File: src/rtl/bus_arbiter4.sv
// bus_arbiter4: four-requester round-robin bus arbiter with a bounded hold time.
// A requester keeps the bus while its req stays high. Once it has held the bus
// for MAX_HOLD cycles it is forced off if anyone else is waiting. A sole
// requester is never forced off.
// Optional feature macro: BUS_TURNAROUND_EN. When it is defined, every release
// passes through one TURN cycle with all grants low, so two tristate drivers
// never overlap on the shared bus. When it is undefined, ownership passes
// directly from one requester to the next.
// gnt, owner and busy are all taken straight from flops.
module bus_arbiter4 #(
  parameter int MAX_HOLD = 8
) (
  input  logic       clk,
  input  logic       rst_n,
  input  logic [3:0] req,
  output logic [3:0] gnt,
  output logic [1:0] owner,
  output logic       busy
);

  typedef enum logic [1:0] {
    IDLE  = 2'd0,
    GRANT = 2'd1,
    TURN  = 2'd2
  } state_t;

  localparam logic [7:0] MAX_HOLD_C = 8'(MAX_HOLD);

  state_t     state_r, state_s;
  logic [3:0] gnt_r, gnt_s;
  logic [1:0] owner_r, owner_s;
  logic       busy_r, busy_s;
  logic [1:0] ptr_r, ptr_s;
  logic [7:0] hold_r, hold_s;

  logic       pick_vld_s;
  logic [1:0] pick_idx_s;
  logic       others_s;
  logic       release_s;

  // Round-robin search: return the first set request at or above p, modulo 4.
  // Bit 2 of the result flags whether any request was found.
  function automatic logic [2:0] rr_pick(input logic [3:0] r, input logic [1:0] p);
    logic [2:0] res;
    logic [1:0] idx;
    res = 3'b000;
    for (int k = 3; k >= 0; k--) begin
      idx = p + k[1:0];
      if (r[idx]) begin
        res = {1'b1, idx};
      end else begin
        res = res;
      end
    end
    return res;
  endfunction

  // Arbitration inputs: the round-robin pick, whether anyone besides the owner
  // is waiting, and whether the current owner must give up the bus.
  always_comb begin
    {pick_vld_s, pick_idx_s} = rr_pick(req, ptr_r);
    others_s  = |(req & ~gnt_r);
    release_s = ~req[owner_r] | ((hold_r == MAX_HOLD_C) & others_s);
  end

  // Next-state and next-output logic. The outputs are computed one cycle ahead
  // and then registered.
  always_comb begin
    state_s = state_r;
    gnt_s   = gnt_r;
    owner_s = owner_r;
    busy_s  = busy_r;
    ptr_s   = ptr_r;
    hold_s  = hold_r;
    case (state_r)
      IDLE, TURN: begin
        if (pick_vld_s) begin
          state_s = GRANT;
          gnt_s   = 4'b0001 << pick_idx_s;
          owner_s = pick_idx_s;
          busy_s  = 1'b1;
          ptr_s   = pick_idx_s + 2'd1;
          hold_s  = 8'd1;
        end else begin
          state_s = IDLE;
          gnt_s   = 4'b0000;
          busy_s  = 1'b0;
          hold_s  = 8'd0;
        end
      end
      GRANT: begin
        if (release_s) begin
`ifdef BUS_TURNAROUND_EN
          state_s = TURN;
          gnt_s   = 4'b0000;
          busy_s  = 1'b0;
          hold_s  = 8'd0;
`else
          // The old owner sits at the far end of the search, because ptr was
          // set to owner+1 when it was granted, so it has the lowest priority.
          if (pick_vld_s) begin
            state_s = GRANT;
            gnt_s   = 4'b0001 << pick_idx_s;
            owner_s = pick_idx_s;
            busy_s  = 1'b1;
            ptr_s   = pick_idx_s + 2'd1;
            hold_s  = 8'd1;
          end else begin
            state_s = IDLE;
            gnt_s   = 4'b0000;
            busy_s  = 1'b0;
            hold_s  = 8'd0;
          end
`endif
        end else begin
          if (hold_r == MAX_HOLD_C) begin
            hold_s = hold_r;
          end else begin
            hold_s = hold_r + 8'd1;
          end
        end
      end
      default: begin
        state_s = IDLE;
        gnt_s   = 4'b0000;
        owner_s = 2'd0;
        busy_s  = 1'b0;
        hold_s  = 8'd0;
      end
    endcase
  end

  // State and output registers, with a synchronous active-low reset.
  always_ff @(posedge clk) begin
    if (!rst_n) begin
      state_r <= IDLE;
      gnt_r   <= 4'b0000;
      owner_r <= 2'd0;
      busy_r  <= 1'b0;
      ptr_r   <= 2'd0;
      hold_r  <= 8'd0;
    end else begin
      state_r <= state_s;
      gnt_r   <= gnt_s;
      owner_r <= owner_s;
      busy_r  <= busy_s;
      ptr_r   <= ptr_s;
      hold_r  <= hold_s;
    end
  end

  assign gnt   = gnt_r;
  assign owner = owner_r;
  assign busy  = busy_r;

endmodule

File: config.mk
export PLATFORM = sky130hd
export DESIGN_NAME = bus_arbiter4
export DESIGN_NICKNAME = d
export VERILOG_FILES = /design/src/rtl/bus_arbiter4.sv
export SDC_FILE = /design/constraint.sdc
export NUM_CORES = 1
export LEC_CHECK = 0
export BUFFER_PORTS_ARGS = -buffer_cell sky130_fd_sc_hd__buf_2
export CAP_MARGIN = 5
export CORE_MARGIN = 3
export CORE_UTILIZATION = 48
export DETAILED_ROUTE_END_ITERATION = 8
export PLACE_DENSITY = 0.72
export SETUP_SLACK_MARGIN = 0.15
export SLEW_MARGIN = 20
export SYNTH_ARGS = -nofsm -noshare
export SYNTH_HDL_FRONTEND = slang
export SYNTH_SLANG_ARGS = --single-unit
File: constraint.sdc
create_clock -name clk -period 1.7 [get_ports clk]
set_input_delay 0.34 -clock clk [delete_from_list [all_inputs] [get_ports clk]]
set_output_delay 0.34 -clock clk [all_outputs]
set_load 0.05 [all_outputs]
Word-level counts from Yosys, hierarchy flattened
Cells that the tools add are included.
{ "classes": {"n_eq_ne": 5, "n_bitwise": 5, "reduce_logical": 5, "n_addsub": 5, "shifts": 1, "n_mux": 33, "magnitude_cmp": 5} }
{ "ops": {"columns": ["op", "n"], "rows": [
  ["8-bit 2-to-1 mux", 2],
  ["8-bit case mux with 2 select lines", 1],
  ["2-bit by 3-bit < comparator with 1-bit output, second input constant", 5],
  ["3-bit 2-to-1 mux", 4],
  ["2-bit case mux with 2 select lines", 3],
  ["1-bit binary-select mux with 2-bit select", 5],
  ["2-bit 2-to-1 mux", 5],
  ["1-bit 2-to-1 mux", 9],
  ["8-bit by 1-bit adder with 8-bit output, second input constant", 1],
  ["8-bit by 4-bit equality test with 1-bit output, second input constant", 1],
  ["4-bit 2-to-1 mux", 2],
  ["4-bit case mux with 2 select lines", 1],
  ["2-bit by 1-bit adder with 2-bit output, second input constant", 2],
  ["2-bit adder, second input constant", 2],
  ["4-bit AND", 1],
  ["4-bit NOT", 1],
  ["4-bit OR reduction", 1],
  ["1-bit by 2-bit << shifter with 4-bit output, first input constant", 1],
  ["3-bit != test, second input constant", 1],
  ["2-bit by 1-bit equality test with 1-bit output, second input constant", 1],
  ["2-bit equality test, second input constant", 1],
  ["2-bit zero test", 1],
  ["2-bit != test, second input constant", 1],
  ["1-bit case mux with 2 select lines", 1],
  ["other kinds (6)", 6]
]} }
{ "totals": {"out_inout_bits": 7, "elab_cells": 65, "regBits": 19} }

Longest topological paths before layout
Gate-level depths: netlist of the first run.
{ "depth": {"depth_word": 11, "ltp_mapped": 8, "depth_no_buf": 7} }

Worst setup path after synthesis of the first run
Ideal clock, no wire load.
{ "synth_path": {"kind": "flip-flop to flip-flop", "startpoint": "register owner_r[0] (netlist: owner[0])", "endpoint": "register gnt_r[1] (netlist: gnt[1])", "setup_time_ns": 0.072, "synth_period_minus_slack_ns": 1.812, "t_required_ns": 1.628, "slack_ns": -0.112, "arrival_time_ns": 1.740, "path_stages_with_launch": 7, "cell_sequence": "dfxtp_1 mux2i_1 o22ai_1 o21a_1 buf_4 or3b_1 a21oi_1"} }
{ "synth_between": {"elab_chain_len": 5} }
{ "synth_lines": {"columns": ["item", "line", "rtl"], "rows": [
  ["from (decl)", "31", "logic [1:0] owner_r, owner_s;"],
  ["from (signal assigned)", "145", "owner_r <= owner_s;"],
  ["1-bit binary-select mux with 2-bit select", "63", "release_s = ~req[owner_r] | ((hold_r == MAX_HOLD_C) & others_s);"],
  ["1-bit 2-to-1 mux (implied by the code)", "63", null],
  ["1-bit NOT", "63", null],
  ["1-bit bitwise OR", "63", null],
  ["2-bit != test (no source line)", null, null],
  ["to (signal assigned)", "144", "gnt_r <= gnt_s;"],
  ["to (decl)", "30", "logic [3:0] gnt_r, gnt_s;"]
]} }
No other way between the ends. The select of a mux whose other input is x is not followed.
A chain may end at the register's enable or synchronous reset.

Worst setup path after layout of the first run
{ "layout_path": {"startpoint": "register hold_r[1]", "endpoint": "register gnt_r[2] (netlist: gnt[2])"} }
{ "layout_between": {"elab_chain_len": 4} }
{ "layout_lines": {"columns": ["item", "line", "rtl"], "rows": [
  ["from (decl)", "34", "logic [7:0] hold_r, hold_s;"],
  ["from (signal assigned)", "148", "hold_r <= hold_s;"],
  ["8-bit by 4-bit equality test with 1-bit output", "63", null],
  ["1-bit AND", "63", null],
  ["1-bit bitwise OR", "63", null],
  ["2-bit != test (no source line)", null, null]
]} }
No other way between the ends.

==> results.toml, run 1 <==
[sta]
grt_setup_unrepaired = "true"
period_share = 1.06
period_needed_ps = 1810
finalSetupViolCount = 8
hold_ws_ps = 349
fin_ws_ps = -109
fin_skew_ps = 1.72
max-slew-margin-rel = 0.742
worstMarginPinSlew_ps = 387
maxSlewViolCount = 0
hold_violations = 0
clock.fmax_ghz = 0.553

[route]
drcViolationCount = 0
drt_iter0_markers = 40
dr.pass1.iters = 4
antenna_left = 0
totalWireLength_mm = 2.44
wire_per_inst_um = 15.1
avgViaCountPerCell = 5.54
num_vias = 892

[synth]
async_reset_ff_frac = 0
yosysMostFrequentCell = "dfxtp_1"
synth_fp_nets = 109
synthTopCellsByCount = "dfxtp_1, a21oi_1, nand2_1, nor2_1, nand3_1"
syn_area_sq_um = 858
ys_ff_latch = 17
syn_inst = 101
synth_area_leaders = "dfxtp_1, a21oi_1, xor2_1"
yosys.cell_types.count = 29
yosys_most_used_dff = "dfxtp_1"
yosysWarnings = 0
synth_top_area_frac = 0.397
synth_top_area_cell = "dfxtp_1"
synth_area_per_cell_sq_um = 8.50
synth_edf_count = 0
yosysSeqAreaShare = 0.397

[setup_path]
criticalPathCategory = "reg2reg"
cpPeakStageDelay_ps = 360
cpMaxStageDelayCell = "or3b_4"
crit_family = "simple AND/OR/NAND/NOR gates"
r2r_setup_slack_ps = -110
cp_num_buf_inv = 2
reg2reg_to = "gnt[2]$_SDFFE_PN0P_"
crit_chain = "inv_2 -> ha_4 -> nor4b_4 -> nand3_2 -> o21a_1 -> buf_4 -> or3b_4 -> a21oi_2"
crit_path_end_kind = "flop"
critPathArrivalTime_ps = 2040
reg2reg_depth = 8
worstReg2RegStart = "hold_r[1]$_SDFFE_PN0P_"
required_ps = 1930
crit_fanout = 4
start_kind = "flop"

[finish]
n_antenna_cell = 0
area_growth_pct = 45.6
layoutNonFillerInstCount = 161
drive_gt1_frac = 0.453
fin_nets = 146

[worst_hold_path]
holdPathEnd = "hold_r[1]$_SDFFE_PN0P_"
hp-start = "rst_n"
min_path_cells = 3
hold_path.class = "in2reg"

[die]
fp-row-count = 14
io_pins = 13
dieArea_sq_um = 2330
core_sq_um = 1590
start_util = 0.538
fp.dieW_um = 48.3
chipHeight_um = 48.3

[clock_tree]
clkLatencyLatePin_ps = 290
cts-root-buf = "clkbuf_4"
holdBufCountCts = 0
cts.clk_slew.worst_paths_ps = 100
cts_tree = "done"
cts_buffer_depth = 2
cts_buffers = 3
cts.sinks = 17
htreeDepth = 1

[place]
post-place-cells = 149
dp_hpwl_mm = 1.47
pre_cts_ws_ps = -35.4
place_congestion = 0.884
place.port_buffers = 12

[pwr]
p_per_area_nw_per_um2 = 891
peakVddDrop_mv = 0.804
cellLeakagePower_nw = 0.518

[grt]
grt_max_degree = 11
grt_pass1_vias = 755
grt_pass1_wl_mm = 3.42
grt_usage = 0.211
grt_antenna_before_repair = 0
grt-ovfl-total = 0

[job]
drv_cap = 0

[outcome]
status = "finished, violations left"
violations = "setup timing"
==> metal layers <==
metal,part of all wire,global-route usage
met3,0.049,0.0480
met4,0.017,0.0806
met2,0.48,0.320
met1,0.45,0.287
met5,0,0
==> cells by family after synthesis <==
group,Yosys count,synth area share
and+or+nand+nor,41,0.248
DFF,17,0.397
adders and majority gates,2,0.0291
AOI/OAI and AO/OA,23,0.172
buffers and inverters,7,0.0350
xor gates and xnor gates,7,0.0714
muxes,4,0.0481
==> worst max path at each step <==
stage	from	end	slack [ps]	cells after the start
after floorplan	hold_r[1]$_SDFFE_PN0P_	gnt[0]$_SDFFE_PN0P_	-5	7
after global placement	req[3]	gnt[0]$_SDFFE_PN0P_	-30	6
after detailed placement	hold_r[0]$_SDFFE_PN0P_	ptr_r[0]$_SDFFE_PN0P_	-40	8
after CTS	hold_r[1]$_SDFFE_PN0P_	gnt[0]$_SDFFE_PN0P_	-60	7
after global routing	hold_r[0]$_SDFFE_PN0P_	owner[1]$_SDFFE_PN0P_	-160	10
final	hold_r[1]$_SDFFE_PN0P_	gnt[2]$_SDFFE_PN0P_	-110	8
==> stage by stage <==
step | TNS [ps] | power (mW) | util | instance area, sq um
2_1_floorplan | -5.27 | 0.691 | - | 887
3_3_place_gp | -38.7 | 0.797 | 0.667 | 1060
3_5_place_dp | -75.8 | 0.802 | 0.667 | 1060
4_1_cts | -91.5 | 1.05 | 0.728 | 1160
5_1_grt | -1130 | 1.17 | 0.784 | 1250
6_report | -499 | 1.11 | 0.784 | 1250
==> final cells by class <==
type                       count  area, sq um
clock buffer                   3         22.5
clock inverter                 1         5.00
fill                         113          344
inverter                       6         22.5
multi-input combinational     77          592
sequential                    17          345
tap                           24         30.0
timing repair buffer          33          233
==> power by group <==
group          switching, mW  internal, mW
Combinational          0.232         0.190
Clock                  0.135        0.0875
Sequential            0.0336         0.435
Total                  0.400         0.713
==> worst register-to-register path, delay by kind of cell, from the launching register on <==
| family | cells | cell delay, ps |
|---|---|---|
| adders and majority gates | 1 | 120 |
| buffers and inverters | 2 | 220 |
| AOI/OAI and AO/OA | 2 | 360 |
| DFF | 1 | 340 |
| and+or+nand+nor | 3 | 690 |
==> timing repair <==
action,4_1_cts,5_1_grt
endpoints found under the setup margin,16,16
buffers inserted,4,4
resized for setup,10,15
endpoints found under the hold margin,0,0
pin swaps,9,9
==> flip-flops by register name, indices dropped and copies added, names as in the netlist <==
name / count
busy: 1
gnt: 4
hold_r: 8
owner: 2
ptr_r: 2
==> cells in the final DEF (no fill, tap or decap), types with 2 or more instances in the layout <==
cell and n:
buf_2 12, buf_6 4, a21oi_1 8, inv_1 3, nand2b_1 5, and3_1 2
clkbuf_4 3, buf_4 17, dfxtp_1 13, xor2_1 5, nor2_1 10, mux2i_1 3
dfxtp_2 4, inv_2 2, nand3_1 6, nand2_1 9, a21oi_2 4
No activity file was read; power rests on OpenSTA's default activity.
==> run 2: changes to the inputs <==
--- a/config.mk
+++ b/config.mk
@@ -9,7 +9,9 @@
 export CAP_MARGIN = 5
 export CORE_MARGIN = 3
 export CORE_UTILIZATION = 48
+export CTS_CLUSTER_SIZE = 10
 export DETAILED_ROUTE_END_ITERATION = 8
+export GPL_TIMING_DRIVEN = 0
 export PLACE_DENSITY = 0.72
 export SETUP_SLACK_MARGIN = 0.15
 export SLEW_MARGIN = 20
==> run 2 against run 1 <==
Against the previous run: largest cell class unchanged; largest power group unchanged; core utilization shrank 3.3 points; fmax up 1.4%; global-route usage is 1.6 points lower; cell area decreased by 4.2%; via count is 11% lower; critical path depth unchanged; die area did not move; non-clock buffer count decreased by 14; the flow still finishes with violations (setup timing); register-to-register slack gained 20 ps; flip-flop and latch count unchanged.
==> results.toml, run 2 (synthesized netlist as in run 1, its figures left out) <==
[outcome]
status = "finished, violations left"
violations = "setup timing"

[finish]
fin_nets = 132
layoutNonFillerInstCount = 147
multi_input_area_sq_um = 638
utilization = 0.751
final-seq-area_sq_um = 350
regMostFlops = "hold_r"
fill_cells = 113
area_growth_pct = 39.5
layout_commonest_cell = "dfxtp_1"
drive_gt1_frac = 0.439
n_antenna_cell = 0
final_cell_mix = "dfxtp_1, buf_2, nand2_1, a21oi_1, nand3_1"
largest_reg_flops = 8

[grt]
grt-ovfl-total = 0
grt_pass1_wl_mm = 3.11
grt_util_met3 = 0.0664
grt_pass1_vias = 694
use_met2 = 0.326
use_met1 = 0.243
grt_usage = 0.194
grt_max_degree = 11
grt_antenna_before_repair = 0
busiest_layer = "met2"

[place]
place.port_buffers = 12
place_congestion = 0.765
dp_hpwl_mm = 1.32
post-place-cells = 137

[pwr]
p_switching_mw = 0.380
switching_share = 0.362
p_int_mw = 0.669
combinationalPowerShare = 0.351
cellLeakagePower_nw = 0.450
p_per_area_nw_per_um2 = 876
clkPwrFrac = 0.201
seq_power_share = 0.448
peakVddDrop_mv = 0.958

[setup_path]
r2r_setup_slack_ps = -80
cpPeakStageDelay_ps = 370
start_kind = "flop"
crit_family = "simple AND/OR/NAND/NOR gates"
critPathArrivalTime_ps = 2000
cp_num_buf_inv = 2
required_ps = 1910
cpMaxStageDelayCell = "or3b_4"
crit_chain = "inv_4 -> ha_4 -> nor4b_4 -> nand3_2 -> o21a_1 -> buf_6 -> or3b_4 -> a21oi_2"
criticalPathCategory = "reg2reg"
crit_path_end_kind = "flop"
crit_fanout = 4

[die]
fp.dieW_um = 48.3
start_util = 0.538
core_sq_um = 1590
io_pins = 13
dieArea_sq_um = 2330
chipHeight_um = 48.3
fp-row-count = 14

[route]
num_vias = 792
dr.pass1.iters = 4
avgViaCountPerCell = 5.39
wire_per_inst_um = 14.1
drcViolationCount = 0
totalWireLength_mm = 2.07
antenna_left = 0
drt_iter0_markers = 13

[sta]
period_share = 1.05
period_needed_ps = 1780
clock.fmax_ghz = 0.560
hold_violations = 0
grt_setup_unrepaired = "true"
maxSlewViolCount = 0
finalSetupViolCount = 3
fin_skew_ps = 3.08
worstMarginPinSlew_ps = 605
fin_ws_ps = -84.5
max-slew-margin-rel = 0.593

[clock_tree]
clkLatencyLatePin_ps = 290
htreeDepth = 1
cts_buffers = 3
cts.sinks = 17
cts-root-buf = "clkbuf_4"
cts.clk_slew.worst_paths_ps = 100
cts_buffer_depth = 2
cts_tree = "done"

[worst_hold_path]
hold_path.class = "in2reg"

[job]
drv_cap = 0
-- run 2: changes by cell type in the layout (fill, tap and decap cells not counted), sizes merged --
cell and change:
buf -14
-- run 2: what timing repair did --
item	4_1_cts	5_1_grt
buffers inserted	6	0
pin swaps	8	11
hold buffers	0	0
setup endpoints to repair	16	16
gates resized for setup	19	19
-- run 2: layout make-up --
type                            count  area share
Buffer                              1     0.00940
Multi-Input combinational cell     77       0.533
Timing Repair Buffer               18      0.0940
Inverter                            6      0.0230
Tap cell                           24      0.0251
Sequential cell                    17       0.293
Clock buffer                        3      0.0188
Clock inverter                      1     0.00418
-- run 2: worst paths after layout --
kind / startpoint / to / cells after the start
setup / recovery: hold_r[1]$_SDFFE_PN0P_ / gnt[2]$_SDFFE_PN0P_ / 8
hold reg to reg: gnt[0]$_SDFFE_PN0P_ / gnt[0]$_SDFFE_PN0P_ / 2
setup reg to reg: hold_r[1]$_SDFFE_PN0P_ / gnt[2]$_SDFFE_PN0P_ / 8
hold / removal: req[3] / busy$_SDFFE_PN0P_ / 3
-- run 2: metrics by stage --
stage / area, sq um / total power [mW] / hold slack, ps / setup WS, ps / TNS, ps
after global placement: 977 / 0.750 / 450 / -107 / -377
after detailed placement: 977 / 0.759 / 463 / -153 / -576
after global routing: 1200 / 1.10 / 371 / -148 / -440
after floorplan: 887 / 0.691 / 482 / -5.27 / -5.27
after CTS: 1110 / 1.02 / 347 / -54.7 / -105
final: 1200 / 1.05 / 359 / -84.5 / -200
-- run 2: layer usage --
metal | vias up | wire length, um
li1 | 402 | -
met3 | 2 | 87
met4 | 0 | 16
met1 | 368 | 916
met5 | - | 0
met2 | 20 | 1050
-- run 2: power groups by stage --
stage	clock [mW]	combinational [mW]	sequential, mW
after detailed placement	0	0.283	0.477
after global placement	0	0.275	0.474
after global routing	0.233	0.391	0.476
after CTS	0.216	0.334	0.469
after floorplan	0	0.152	0.539
final	0.211	0.368	0.470
-- run 2: worst reg2reg max path, cell delays in order (launching register included) --
cell     delay [ps]
dfxtp_4         360
inv_4            60
ha_4            120
nor4b_4         190
nand3_2         120
o21a_1          210
buf_6           130
or3b_4          380
a21oi_2         150
==> run 3: changes to the inputs <==
--- a/config.mk
+++ b/config.mk
@@ -7,12 +7,14 @@
 export LEC_CHECK = 0
 export BUFFER_PORTS_ARGS = -buffer_cell sky130_fd_sc_hd__buf_2
 export CAP_MARGIN = 5
-export CORE_MARGIN = 3
-export CORE_UTILIZATION = 48
+export CORE_ASPECT_RATIO = 1.25
+export CORE_MARGIN = 4
+export CORE_UTILIZATION = 51
+export CTS_BUF_LIST = sky130_fd_sc_hd__clkbuf_4
 export CTS_CLUSTER_SIZE = 10
 export DETAILED_ROUTE_END_ITERATION = 8
 export GPL_TIMING_DRIVEN = 0
-export PLACE_DENSITY = 0.72
+export PLACE_DENSITY = 0.76
 export SETUP_SLACK_MARGIN = 0.15
 export SLEW_MARGIN = 20
 export SYNTH_ARGS = -nofsm -noshare
==> run 3 against run 2 <==
Against the previous run: the flow still finishes with violations (setup timing); global-route usage shrank 0.52 points; flip-flop and latch count did not move; count of clock-buffer cells in the layout increased by 1; combinational power rose by 11%; power up 5.4%; register-to-register slack worse by 30 ps; die area rose by 3.3%; largest power group unchanged.
==> results.toml, run 3 (synthesized netlist as in run 1, its figures left out) <==
[pwr]
peakVddDrop_mv = 0.641
p_per_area_nw_per_um2 = 885
switching_share = 0.349
cellLeakagePower_nw = 0.491
seq_power_share = 0.425
p_switching_mw = 0.386
p_int_mw = 0.720
p_total_mw = 1.11
clkPwrFrac = 0.206
combinationalPowerShare = 0.368

[sta]
period_needed_ps = 1810
hold_violations = 0
fin_skew_ps = 0.599
finalSetupViolCount = 5
clock.fmax_ghz = 0.552
grt_setup_unrepaired = "true"
worstMarginPinSlew_ps = 1050
max-slew-margin-rel = 0.296
maxSlewViolCount = 0
period_share = 1.07
fin_ws_ps = -113

[finish]
n_antenna_cell = 0
fin_nets = 142
drive_gt1_frac = 0.436
utilization = 0.790
final_cell_area_sq_um = 1250
area_growth_pct = 45.5
layoutNonFillerInstCount = 151
regMostFlops = "hold_r"
largest_reg_flops = 8
final_cell_mix = "dfxtp_1, buf_4, buf_2"

[route]
wire_per_inst_um = 14.5
drt_iter0_markers = 8
num_vias = 833
drcViolationCount = 0
antenna_left = 0
dr.pass1.iters = 4
avgViaCountPerCell = 5.52
totalWireLength_mm = 2.19

[grt]
grt_util_met3 = 0.0201
busiest_layer = "met2"
grt_usage = 0.189
grt_pass1_vias = 806
use_met1 = 0.186
grt_antenna_before_repair = 0
grt-ovfl-total = 0
grt_pass1_wl_mm = 3.31
grt_max_degree = 11
use_met2 = 0.359

[setup_path]
start_kind = "flop"
cpMaxStageDelayCell = "or4_1"
required_ps = 1920
crit_family = "simple AND/OR/NAND/NOR gates"
crit_chain = "inv_4 -> ha_4 -> nor4b_4 -> nand3_2 -> o21a_1 -> or4_1 -> a21oi_1"
critPathArrivalTime_ps = 2030
cp_num_buf_inv = 1
crit_fanout = 2
crit_path_end_kind = "flop"
criticalPathCategory = "reg2reg"
cpPeakStageDelay_ps = 530

[place]
dp_hpwl_mm = 1.36
pre_cts_ws_ps = -201
place.port_buffers = 12
place_congestion = 0.814
place_area_sq_um = 970
post-place-cells = 131

[clock_tree]
cts_buffers = 3
cts.clk_slew.worst_paths_ps = 90
cts_tree = "done"
cts-root-buf = "clkbuf_4"
cts_buffer_depth = 2
cts.sinks = 17
htreeDepth = 1
clkLatencyLatePin_ps = 290

[die]
core_sq_um = 1580
fp.dieW_um = 44.7
start_util = 0.543
io_pins = 13
fp-row-count = 16
chipHeight_um = 53.9
dieArea_sq_um = 2410

[job]
drv_cap = 0

[outcome]
status = "finished, violations left"
violations = "setup timing"

[worst_hold_path]
hold_path.class = "in2reg"
run 3: cell types whose count changed in the layout (fill, tap and decap cells not counted), moves of 2 or more:
cell	before	now
a21oi_1	8	11
nand2_2	2	0
nand2_1	8	10
buf_4	5	13
buf_6	1	4
a21oi_2	4	1
run 3: worst paths after layout:
kind              slack (ps)                     end  cells past startpoint                   start
setup reg to reg        -110     gnt[0]$_SDFFE_PN0P_                      7  hold_r[1]$_SDFFE_PN0P_
hold reg to reg          470     gnt[3]$_SDFFE_PN0P_                      2     gnt[3]$_SDFFE_PN0P_
hold / removal           390  hold_r[1]$_SDFFE_PN0P_                      3                   rst_n
setup / recovery        -110     gnt[0]$_SDFFE_PN0P_                      7  hold_r[1]$_SDFFE_PN0P_
run 3: area by class of cell:
cell class	count	area [sq um]
Timing Repair Buffer	28	191
Inverter	6	27.5
Buffer	1	11.3
Sequential cell	17	350
Clock buffer	4	30.0
Multi-Input combinational cell	77	616
Tap cell	18	22.5
Fill cell	105	333
run 3: power groups by stage:
stage	clock (mW)	combinational (mW)	sequential, mW
6_report	0.228	0.407	0.470
5_1_grt	0.259	0.433	0.476
4_1_cts	0.237	0.339	0.468
3_5_place_dp	0	0.284	0.476
3_3_place_gp	0	0.276	0.473
2_1_floorplan	0	0.152	0.539
run 3: tightest hold or removal path: cells and delay by family:
| family | cells | cell delay, ps |
|---|---|---|
| buffers and inverters | 1 | 140 |
| and+or+nand+nor | 2 | 170 |
run 3: layer usage:
metal	vias up	routed length (um)
met1	382	837
li1	421	-
met3	10	69
met5	-	0
met4	0	88
met2	20	1200
run 3: metrics by stage:
step | hold slack (ps) | setup TNS, ps
after global routing | 387 | -1060
after CTS | 393 | -298
after detailed placement | 465 | -821
final | 395 | -280
after floorplan | 482 | -5.27
after global placement | 454 | -398
run 3: repair_timing:
item / in CTS / in global routing
pin swaps: 10 / 15
endpoints found under the setup margin: 16 / 16
buffers inserted: 10 / 6
resized for setup: 14 / 20
hold buffers: 0 / 0
